File: config.mk
export PLATFORM = sky130hd
export DESIGN_NAME = alu_multiciclo
export DESIGN_NICKNAME = d
export VERILOG_FILES = /design/src/rtl/alu_pkg.sv /design/src/rtl/alu_comb_n.sv /design/src/rtl/alu_multiciclo.sv
export SDC_FILE = /design/constraint.sdc
export NUM_CORES = 1
export LEC_CHECK = 0
export ABC_AREA = 1
export CORE_ASPECT_RATIO = 0.75
export CORE_MARGIN = 2
export CORE_UTILIZATION = 62
export CTS_BUF_LIST = sky130_fd_sc_hd__clkbuf_8 sky130_fd_sc_hd__clkbuf_16
export DETAILED_ROUTE_END_ITERATION = 10
export GPL_ROUTABILITY_DRIVEN = 0
export PLACE_DENSITY = 0.88
export SLEW_MARGIN = 15
export SYNTH_ARGS = -nofsm -noshare
export SYNTH_HDL_FRONTEND = slang
export SYNTH_SLANG_ARGS = --single-unit
File: constraint.sdc
create_clock -name clk_i -period 4.3 [get_ports clk_i]
set_input_delay 0.43 -clock clk_i [delete_from_list [all_inputs] [get_ports clk_i]]
set_output_delay 0.43 -clock clk_i [all_outputs]
set_load 0.01 [all_outputs]
File: src/rtl/alu_pkg.sv
//------------------------------------------------------------------------------
// Module : alu_pkg
// Brief  : Opcodes, FSM state encoding and shared helpers for alu_multiciclo.
// Rev    : 1.0 - initial release
//------------------------------------------------------------------------------
`default_nettype none

package alu_pkg;

    localparam int OP_W = 4;

    localparam logic [OP_W-1:0] OP_AND  = 4'b0000;
    localparam logic [OP_W-1:0] OP_OR   = 4'b0001;
    localparam logic [OP_W-1:0] OP_ADD  = 4'b0010;
    localparam logic [OP_W-1:0] OP_SLT  = 4'b0011;
    localparam logic [OP_W-1:0] OP_XOR  = 4'b0100;
    localparam logic [OP_W-1:0] OP_SLTU = 4'b0101;
    localparam logic [OP_W-1:0] OP_SUB  = 4'b0110;
    localparam logic [OP_W-1:0] OP_SRL  = 4'b0111;
    localparam logic [OP_W-1:0] OP_SLL  = 4'b1000;
    localparam logic [OP_W-1:0] OP_SRA  = 4'b1001;

    typedef enum logic [0:0] {
        ST_IDLE  = 1'b0,
        ST_SHIFT = 1'b1
    } state_t;

    function automatic logic es_desplazamiento(input logic [OP_W-1:0] op);
        return (op == OP_SRL) || (op == OP_SLL) || (op == OP_SRA);
    endfunction

endpackage

`default_nettype wire

File: src/rtl/alu_comb_n.sv
//------------------------------------------------------------------------------
// Module : alu_comb_n
// Brief  : Combinational WIDTH-bit logic/add/sub/compare datapath.
// Rev    : 1.0 - initial release
//------------------------------------------------------------------------------
`default_nettype none

module alu_comb_n
    import alu_pkg::*;
#(
    parameter int WIDTH = 32,
    parameter int OP_W  = alu_pkg::OP_W
) (
    input  logic [WIDTH-1:0] a_i,
    input  logic [WIDTH-1:0] b_i,
    input  logic [OP_W-1:0]  op_i,
    output logic [WIDTH-1:0] resultado_o,
    output logic             acarreo_o,
    output logic             desbordamiento_o,
    output logic             invalida_o
);

    logic             w_restar;
    logic [WIDTH-1:0] w_b_eff;
    logic [WIDTH-1:0] w_suma;
    logic             w_carry;
    logic             w_ovf;

    // SLT/SLTU reuse the subtractor so compare and SUB share one adder.
    assign w_restar = (op_i == OP_SUB) || (op_i == OP_SLT) || (op_i == OP_SLTU);
    assign w_b_eff  = w_restar ? ~b_i : b_i;
    assign {w_carry, w_suma} = {1'b0, a_i} + {1'b0, w_b_eff} + {{WIDTH{1'b0}}, w_restar};
    assign w_ovf = (a_i[WIDTH-1] == w_b_eff[WIDTH-1]) && (w_suma[WIDTH-1] != a_i[WIDTH-1]);

    always_comb begin
        resultado_o      = '0;
        acarreo_o        = 1'b0;
        desbordamiento_o = 1'b0;
        invalida_o       = 1'b0;
        case (op_i)
            OP_AND:  resultado_o = a_i & b_i;
            OP_OR:   resultado_o = a_i | b_i;
            OP_XOR:  resultado_o = a_i ^ b_i;
            OP_ADD, OP_SUB: begin
                resultado_o      = w_suma;
                acarreo_o        = w_carry;
                desbordamiento_o = w_ovf;
            end
            OP_SLT:  resultado_o = {{(WIDTH-1){1'b0}}, w_suma[WIDTH-1] ^ w_ovf};
            OP_SLTU: resultado_o = {{(WIDTH-1){1'b0}}, ~w_carry};
            // Shifts are sequenced by the top; not an invalid opcode here.
            OP_SRL, OP_SLL, OP_SRA: resultado_o = '0;
            default: invalida_o = 1'b1;
        endcase
    end

endmodule

`default_nettype wire

File: src/rtl/alu_multiciclo.sv
//------------------------------------------------------------------------------
// Module : alu_multiciclo
// Brief  : WIDTH-bit multi-cycle ALU, one-bit-per-cycle shifts, start/done.
// Rev    : 1.0 - initial release
//------------------------------------------------------------------------------
`default_nettype none

module alu_multiciclo
    import alu_pkg::*;
#(
    parameter int WIDTH   = 32,
    parameter int OP_W    = alu_pkg::OP_W,
    parameter int SHAMT_W = $clog2(WIDTH)
) (
    input  logic             clk_i,
    input  logic             rst_i,
    input  logic             start_i,
    input  logic [OP_W-1:0]  operacion_i,
    input  logic [WIDTH-1:0] a_i,
    input  logic [WIDTH-1:0] b_i,
    output logic [WIDTH-1:0] resultado_o,
    output logic             cero_o,
    output logic             acarreo_o,
    output logic             desbordamiento_o,
    output logic             op_invalida_o,
    output logic             busy_o,
    output logic             done_o
);

    state_t               estado_q;
    logic [WIDTH-1:0]     desp_q;
    logic [OP_W-1:0]      op_q;
    logic [SHAMT_W-1:0]   cuenta_q;
    logic [WIDTH-1:0]     resultado_q;
    logic                 cero_q;
    logic                 acarreo_q;
    logic                 ovf_q;
    logic                 invalida_q;
    logic                 busy_q;
    logic                 done_q;

    logic [WIDTH-1:0]     desp_d;
    logic [SHAMT_W-1:0]   w_shamt;
    logic [WIDTH-1:0]     w_res_comb;
    logic                 w_carry_comb;
    logic                 w_ovf_comb;
    logic                 w_inv_comb;

    assign w_shamt = b_i[SHAMT_W-1:0];

    alu_comb_n #(
        .WIDTH (WIDTH),
        .OP_W  (OP_W)
    ) u_comb (
        .a_i              (a_i),
        .b_i              (b_i),
        .op_i             (operacion_i),
        .resultado_o      (w_res_comb),
        .acarreo_o        (w_carry_comb),
        .desbordamiento_o (w_ovf_comb),
        .invalida_o       (w_inv_comb)
    );

    always_comb begin
        desp_d = desp_q;
        case (op_q)
            OP_SRL:  desp_d = {1'b0, desp_q[WIDTH-1:1]};
            OP_SLL:  desp_d = {desp_q[WIDTH-2:0], 1'b0};
            OP_SRA:  desp_d = {desp_q[WIDTH-1], desp_q[WIDTH-1:1]};
            default: desp_d = desp_q;
        endcase
    end

    always_ff @(posedge clk_i or posedge rst_i) begin
        if (rst_i) begin
            estado_q    <= ST_IDLE;
            desp_q      <= '0;
            op_q        <= '0;
            cuenta_q    <= '0;
            resultado_q <= '0;
            cero_q      <= 1'b0;
            acarreo_q   <= 1'b0;
            ovf_q       <= 1'b0;
            invalida_q  <= 1'b0;
            busy_q      <= 1'b0;
            done_q      <= 1'b0;
        end else begin
            done_q <= 1'b0;
            case (estado_q)
                ST_IDLE: begin
                    if (start_i) begin
                        if (!es_desplazamiento(operacion_i)) begin
                            resultado_q <= w_res_comb;
                            cero_q      <= (w_res_comb == '0);
                            acarreo_q   <= w_carry_comb;
                            ovf_q       <= w_ovf_comb;
                            invalida_q  <= w_inv_comb;
                            done_q      <= 1'b1;
                        end else if (w_shamt == '0) begin
                            resultado_q <= a_i;
                            cero_q      <= (a_i == '0);
                            acarreo_q   <= 1'b0;
                            ovf_q       <= 1'b0;
                            invalida_q  <= 1'b0;
                            done_q      <= 1'b1;
                        end else begin
                            desp_q   <= a_i;
                            op_q     <= operacion_i;
                            cuenta_q <= w_shamt;
                            busy_q   <= 1'b1;
                            estado_q <= ST_SHIFT;
                        end
                    end
                end
                ST_SHIFT: begin
                    desp_q   <= desp_d;
                    cuenta_q <= cuenta_q - 1'b1;
                    // Last step: the final shifted value goes straight to the output.
                    if (cuenta_q == SHAMT_W'(1)) begin
                        resultado_q <= desp_d;
                        cero_q      <= (desp_d == '0);
                        acarreo_q   <= 1'b0;
                        ovf_q       <= 1'b0;
                        invalida_q  <= 1'b0;
                        done_q      <= 1'b1;
                        busy_q      <= 1'b0;
                        estado_q    <= ST_IDLE;
                    end
                end
                default: begin
                    estado_q <= ST_IDLE;
                    busy_q   <= 1'b0;
                end
            endcase
        end
    end

    assign resultado_o      = resultado_q;
    assign cero_o           = cero_q;
    assign acarreo_o        = acarreo_q;
    assign desbordamiento_o = ovf_q;
    assign op_invalida_o    = invalida_q;
    assign busy_o           = busy_q;
    assign done_o           = done_q;

endmodule

`default_nettype wire
; ---- Word level (Yosys, flattened, before mapping)
; Index checks and enable logic that the tools add are counted.
[totals]
out_inout_bits = 38
wordCells = 107
register_bits = 80
in_bits = 71
[classes]
mux = 49
add_sub_neg = 3
n_bitwise = 8
n_eq_ne = 20
n_reduce_logical = 16
[ops]
columns = op, n
row1 = 2-to-1 mux 32 bit, 8
row2 = case mux 32 bit (6 select lines), 1
row3 = case mux 32 bit (2 select lines), 2
row4 = zero test 32 bit, 3
row5 = case mux 32 bit (3 select lines), 1
row6 = adder 32 x 32 -> 33 bit, 1
row7 = adder 33 x 1 -> 33 bit, 1
row8 = AND 32 bit, 1
row9 = inverter 32 bit, 1
row10 = OR 32 bit, 1
row11 = bitwise XOR 32 bit, 1
row12 = 2-to-1 mux 1 bit, 26
row13 = == test 4 x 3 -> 1 bit (second input constant), 5
row14 = == test 4 bit (second input constant), 4
row15 = 2-to-1 mux 5 bit, 3
row16 = case mux 1 bit (2 select lines), 7
row17 = case mux 5 bit (2 select lines), 1
row18 = OR reduction 10 bit, 1
row19 = == test 4 x 2 -> 1 bit (second input constant), 2
row20 = AND reduction 4 bit, 2
row21 = inequality test 2 bit (second input constant), 3
row22 = AND reduction 3 bit, 2
row23 = == test 5 x 1 -> 1 bit (second input constant), 1
row24 = zero test 5 bit, 1
row25 = 12 further kinds, 17

; ---- Longest topological paths before layout
; Gate-level depths: netlist (run 1).
[logic_depth]
word_depth = 14
depth_mapped = 27
mapped_depth_nobuf = 27

; ---- Modules after synthesis
; From an unflattened synthesis (run 1), not the netlist that was laid out.
[unflattened]
cells_unflattened = 1386
hier_area_um2 = 9138.8
[by_module_without_submodules]
columns = mod, cells_each, area_each_um2, instances, seq_area_each_um2
row1 = alu_multiciclo, 717, 5098.6, 1, 2001.9
row2 = alu_comb_n, 669, 4040.1, 1, 0.0

; ---- Worst setup path before layout (run 1)
; No wires, ideal clock.
[synth_timing]
path_type = input port to flip-flop
from = input port operacion_i[3]
to = register cero_q, in the netlist cero_o
setup_ns = 0.073
path_slack_ns = 0.954
arrival_ns = 3.273
t_required_ns = 4.227
stages = 23
path_buffers = 1
cell_sequence = nor2_4 nand2_4 nand2_1 buf_1 xor2_1 ha_1 nand2_1 inv_1 a21oi_1 nor2_1 o21ai_0 nand3_1 nand2_1 nand2_1 o21ai_0 nand2_1 nor2_1 nand2_1 nor2_1 nand3_1 nand2_1 nand2_1 a21oi_2
[synth_between]
elab_chain_len = 14
word_cells_on_any_way = 30
cone_classes = add/sub: 2 / eq/ne: 12 / mux: 5 / bitwise: 2 / reduce/logical: 9
[synth_lines]
columns = element, line
row1 = from (decl), alu_multiciclo.sv:18  ; input logic [OP_W-1:0] operacion_i,
row2 = == test 4 x 3 -> 1 bit / == test 4 x 2 -> 1 bit (equally long branches), "alu_comb_n.sv:30, alu_comb_n.sv:40"
row3 = logical OR 1 bit (2 in series), alu_comb_n.sv:30  ; assign w_restar = (op_i == OP_SUB) || (op_i == OP_SLT) || (op_i == OP_SLTU);
row4 = 2-to-1 mux 32 bit, alu_comb_n.sv:31  ; assign w_b_eff = w_restar ? ~b_i : b_i;
row5 = adder 32 x 32 -> 33 bit, alu_comb_n.sv:32  ; assign {w_carry, w_suma} = {1'b0, a_i} + {1'b0, w_b_eff} + {{WIDTH{1'b0}}, w_restar};
row6 = adder 33 x 1 -> 33 bit, alu_comb_n.sv:32
row7 = inequality test 1 bit, alu_comb_n.sv:33  ; assign w_ovf = (a_i[WIDTH-1] == w_b_eff[WIDTH-1]) && (w_suma[WIDTH-1] != a_i[WIDTH-1]);
row8 = logical AND 1 bit, alu_comb_n.sv:33
row9 = bitwise XOR 1 bit, alu_comb_n.sv:49  ; OP_SLT: resultado_o = {{(WIDTH-1){1'b0}}, w_suma[WIDTH-1] ^ w_ovf};
row10 = case mux 32 bit (6 select lines), alu_comb_n.sv:40  ; case (op_i)
row11 = zero test 32 bit, alu_multiciclo.sv:94  ; cero_q <= (w_res_comb == '0);
row12 = 2-to-1 mux 1 bit, alu_multiciclo.sv:92  ; if (!es_desplazamiento(operacion_i)) begin
row13 = 2-to-1 mux 1 bit, alu_multiciclo.sv:91  ; if (start_i) begin
row14 = case mux 1 bit (2 select lines), alu_multiciclo.sv:89  ; case (estado_q)
row15 = to (signal assigned), alu_multiciclo.sv:94
row16 = to (signal assigned), alu_multiciclo.sv:101  ; cero_q <= (a_i == '0);
row17 = to (signal assigned), alu_multiciclo.sv:121  ; cero_q <= (desp_d == '0);
row18 = to (decl), alu_multiciclo.sv:35  ; logic cero_q;
; Parallel ways exist; a longest one is shown, timed or not. The select of a mux whose other input is x is not followed.
; A chain may end at the register's enable or synchronous reset.

; ---- Worst setup path in the final report (run 1)
[layout_timing]
from = input port operacion_i[1]
to = register cero_q, in the netlist cero_o
; The elaborated chain is that of the path after synthesis.

==> results of run 1 <==
how the worst max path moves through the flow:
stage | endpoint | depth (start not counted)
after floorplan | cero_o$_DFFE_PP0P_ | 23
after global placement | cero_o$_DFFE_PP0P_ | 24
after detailed placement | cero_o$_DFFE_PP0P_ | 24
after CTS | cero_o$_DFFE_PP0P_ | 24
after global routing | cero_o$_DFFE_PP0P_ | 25
final | cero_o$_DFFE_PP0P_ | 25
final cells by class:
class	instances	area share, %
multi-input combinational	1006	56.12
inverter	207	7.422
clock inverter	5	0.5369
sequential	80	19.09
tap	175	2.088
antenna	1	0.02386
timing repair buffer	134	12.31
clock buffer	11	2.410
routing by layer:
metal,global-route usage (%),vias to the layer above,wire length (um)
li1,-,4690,-
met1,54.12,4575,11690
met2,59.87,897,12470
met3,10.54,152,4602
met4,17.29,0,1581
met5,0,-,0
where the power goes:
part           internal (W)  total (W)  switching, W
registers           0.00109    0.00131      0.000223
logic               0.00111    0.00280       0.00169
clock network      0.000479   0.000789      0.000310
per-stage QoR:
step	instance area [um^2]	hold slack [ps]	worst slack, ps
after global routing	10480	510.3	2.618
after floorplan	8882	467.7	954.3
after detailed placement	10170	487.8	20.31
after CTS	10480	501.9	356.1
final	10490	497.4	273.7
after global placement	10170	469.6	120.2
cell usage after synthesis (all sizes together) (2+ instances only):
| cell | n |
|---|---|
| nand2 | 265 |
| inv | 206 |
| nor2 | 169 |
| ha | 99 |
| dfrtp | 80 |
| a21oi | 76 |
| nand3 | 75 |
| o21ai | 68 |
| o22ai | 42 |
| a31oi | 37 |
| xor2 | 32 |
| o211ai | 28 |
| buf | 25 |
| clkbuf | 24 |
| nand4 | 21 |
| or2 | 20 |
| a221oi | 17 |
| nor3 | 14 |
| nand3b | 10 |
| o221ai | 8 |
| a22oi | 5 |
| nor4 | 5 |
| a21o | 2 |
| nor3b | 2 |
| o311ai | 2 |
| o31ai | 2 |
cell families (layout without fill, tap and decap cells):
logic type               Yosys count  in the layout  synth area share [%]
adder cells (fa/ha/maj)          100            100                 14.17
buffers and inverters            256            357                 11.31
XOR/XNOR                          32             32                 3.155
AO/OA/AOI/OAI                    293            293                 20.23
AND/OR/NAND/NOR                  581            581                 28.60
flip-flops                        80             80                 22.54
other                              0              1                     0
tightest hold or removal path: stages (launching register included):
cell and delay (ps):
dfrtp_1 350, nand2_1 60, o31ai_1 50
cells in the final DEF, fill, tap and decap left out, types with 37 or more instances in the layout:
master and instances:
a21oi_1 72, a31oi_1 37, clkdlybuf4s50_1 107, dfrtp_1 80, ha_1 99, inv_1 200, nand2_1 258, nand3_1 72
nor2_1 165, o21ai_0 67, o22ai_1 42
flip-flops by register name, indices dropped and copies added (netlist names):
register and count:
resultado_o 32, cero_o 1, desp_q 32, estado_q 1
desbordamiento_o 1, acarreo_o 1, cuenta_q 5, op_q 4
op_invalida_o 1, done_o 1, busy_o 1
==> flow_summary.json, run 1 <==
{
  "end_kind": "flip-flop",
  "avgSynthCellArea_um2": 6.619,
  "rsz0062_at_grt": "no",
  "die_h_um": 107.7,
  "rows": 37,
  "rrSetupSlack_ps": 1340,
  "ctsHoldBuffers": 0,
  "syn_nets": 1513,
  "period_share_pct": 93.63,
  "route.detailed.drc": 0,
  "r2r_end": "cero_o$_DFFE_PP0P_",
  "skew_ps": 5.341,
  "ys.warnings.count": 0,
  "final_cells": 1619,
  "coreArea_um2": 13840,
  "reg2reg_depth": 13,
  "seq_area_um2": 2002,
  "powerDensity_nw_per_um2": 467.2,
  "insertion_delay_ps": 340,
  "dieArea_um2": 15310,
  "clkTransAtPathRegs_ps": 60,
  "setup-violations-final": 0,
  "arrival_ps": 4300,
  "cp_slowest_cell": "clkdlybuf4s50_1",
  "outcome": "finished, final reports clean",
  "synth_cells": 1342,
  "hold_start": "op_invalida_o$_DFFE_PP0P_",
  "worst_slew_pin_slew_ps": 1045,
  "ys.flop_type": "dfrtp_1",
  "hold_path_end": "op_invalida_o$_DFFE_PP0P_",
  "netlist.area_leader.share_pct": 22.54,
  "fin_tns_setup_ps": 0,
  "cts_buffer_depth": 2,
  "ios": 109,
  "holdPathStages": 2,
  "wl_per_cell_um": 18.74,
  "drt_first_pass_iters": 9,
  "ys_ff_latch": 80,
  "hold_viol_final": 0,
  "cts_setup_buffers": 0,
  "port_buffers": 108,
  "overflow": 0,
  "cts_sinks": 80,
  "timing.rr.start": "op_q[2]$_DFFE_PP0P_",
  "drt_iter0_drc": 1359,
  "die_w_um": 142.2,
  "fin_util_pct": 75.76,
  "ys_async_sr_fraction_pct": 100.0,
  "peakVddDrop_uv": 370.1,
  "worstPathRequired_ps": 4570,
  "power_w": 0.004899,
  "worst_path_dominant_cell_family": "simple AND/OR/NAND/NOR gates",
  "grt_pass1_wl_um": 48000,
  "ctsResizeCount": 0,
  "p_leak_nw": 5.117,
  "holdCritPathClass": "flip-flop to flip-flop",
  "crit_buf_inv": 4,
  "postRouteAntennaNets": 0,
  "final_nets": 1609,
  "htreeDepth": 3,
  "crit_top_cell": "nand2_1",
  "synth-seq-area-share_pct": 22.54,
  "slowest_delay_ps": 530,
  "layout_min_cycle_time_ps": 4026,
  "netlist_area_um2": 8882,
  "n_fill_cell": 1105,
  "num_vias": 10310,
  "drive_gt1_share_pct": 6.098,
  "slew_viol_final": 0,
  "grt_pass1_vias": 9506,
  "grt_max_degree": 58,
  "numCtsBuffers": 9,
  "grt_use_total_pct": 39.84,
  "slew_headroom_pct": 30.33,
  "wl_um": 30350,
  "viasPerCell": 6.371,
  "yosys.area.top_type": "dfrtp_1",
  "antenna_found_initial": 0,
  "areaGrowthSynthToFinish_pct": 18.06,
  "dpl.cell_count": 1602,
  "start_kind": "input port",
  "worstSetupPathType": "input port to flip-flop",
  "cts_tree": "done",
  "crit_start": "operacion_i[1]",
  "dp.final_hpwl_um": 23490,
  "start_util_pct": 64.17,
  "fmax_ghz": 0.2484,
  "crit_fanout": 31,
  "cts_root_buf": "clkbuf_16",
  "synth_cell_types": 47,
  "synth_top_cells_by_area": "dfrtp_1 23%, ha_1 14%, nand2_1 11%, inv_1 8.5%, nor2_1 7.0%",
  "maxCapViolCount": 0,
  "multi_input_area_um2": 5884,
  "synth_edf_count": 0
}
Note: power is estimated with default switching activity, not from simulation.
==> inputs of run 2 (changes only) <==
--- a/config.mk
+++ b/config.mk
@@ -12,6 +12,7 @@
 export CTS_BUF_LIST = sky130_fd_sc_hd__clkbuf_8 sky130_fd_sc_hd__clkbuf_16
 export DETAILED_ROUTE_END_ITERATION = 10
 export GPL_ROUTABILITY_DRIVEN = 0
+export HOLD_SLACK_MARGIN = 0.1
 export PLACE_DENSITY = 0.88
 export SLEW_MARGIN = 15
 export SYNTH_ARGS = -nofsm -noshare
==> results of run 2 <==
Same layout as run 1: the final DEF is identical, and so are final timing and power.
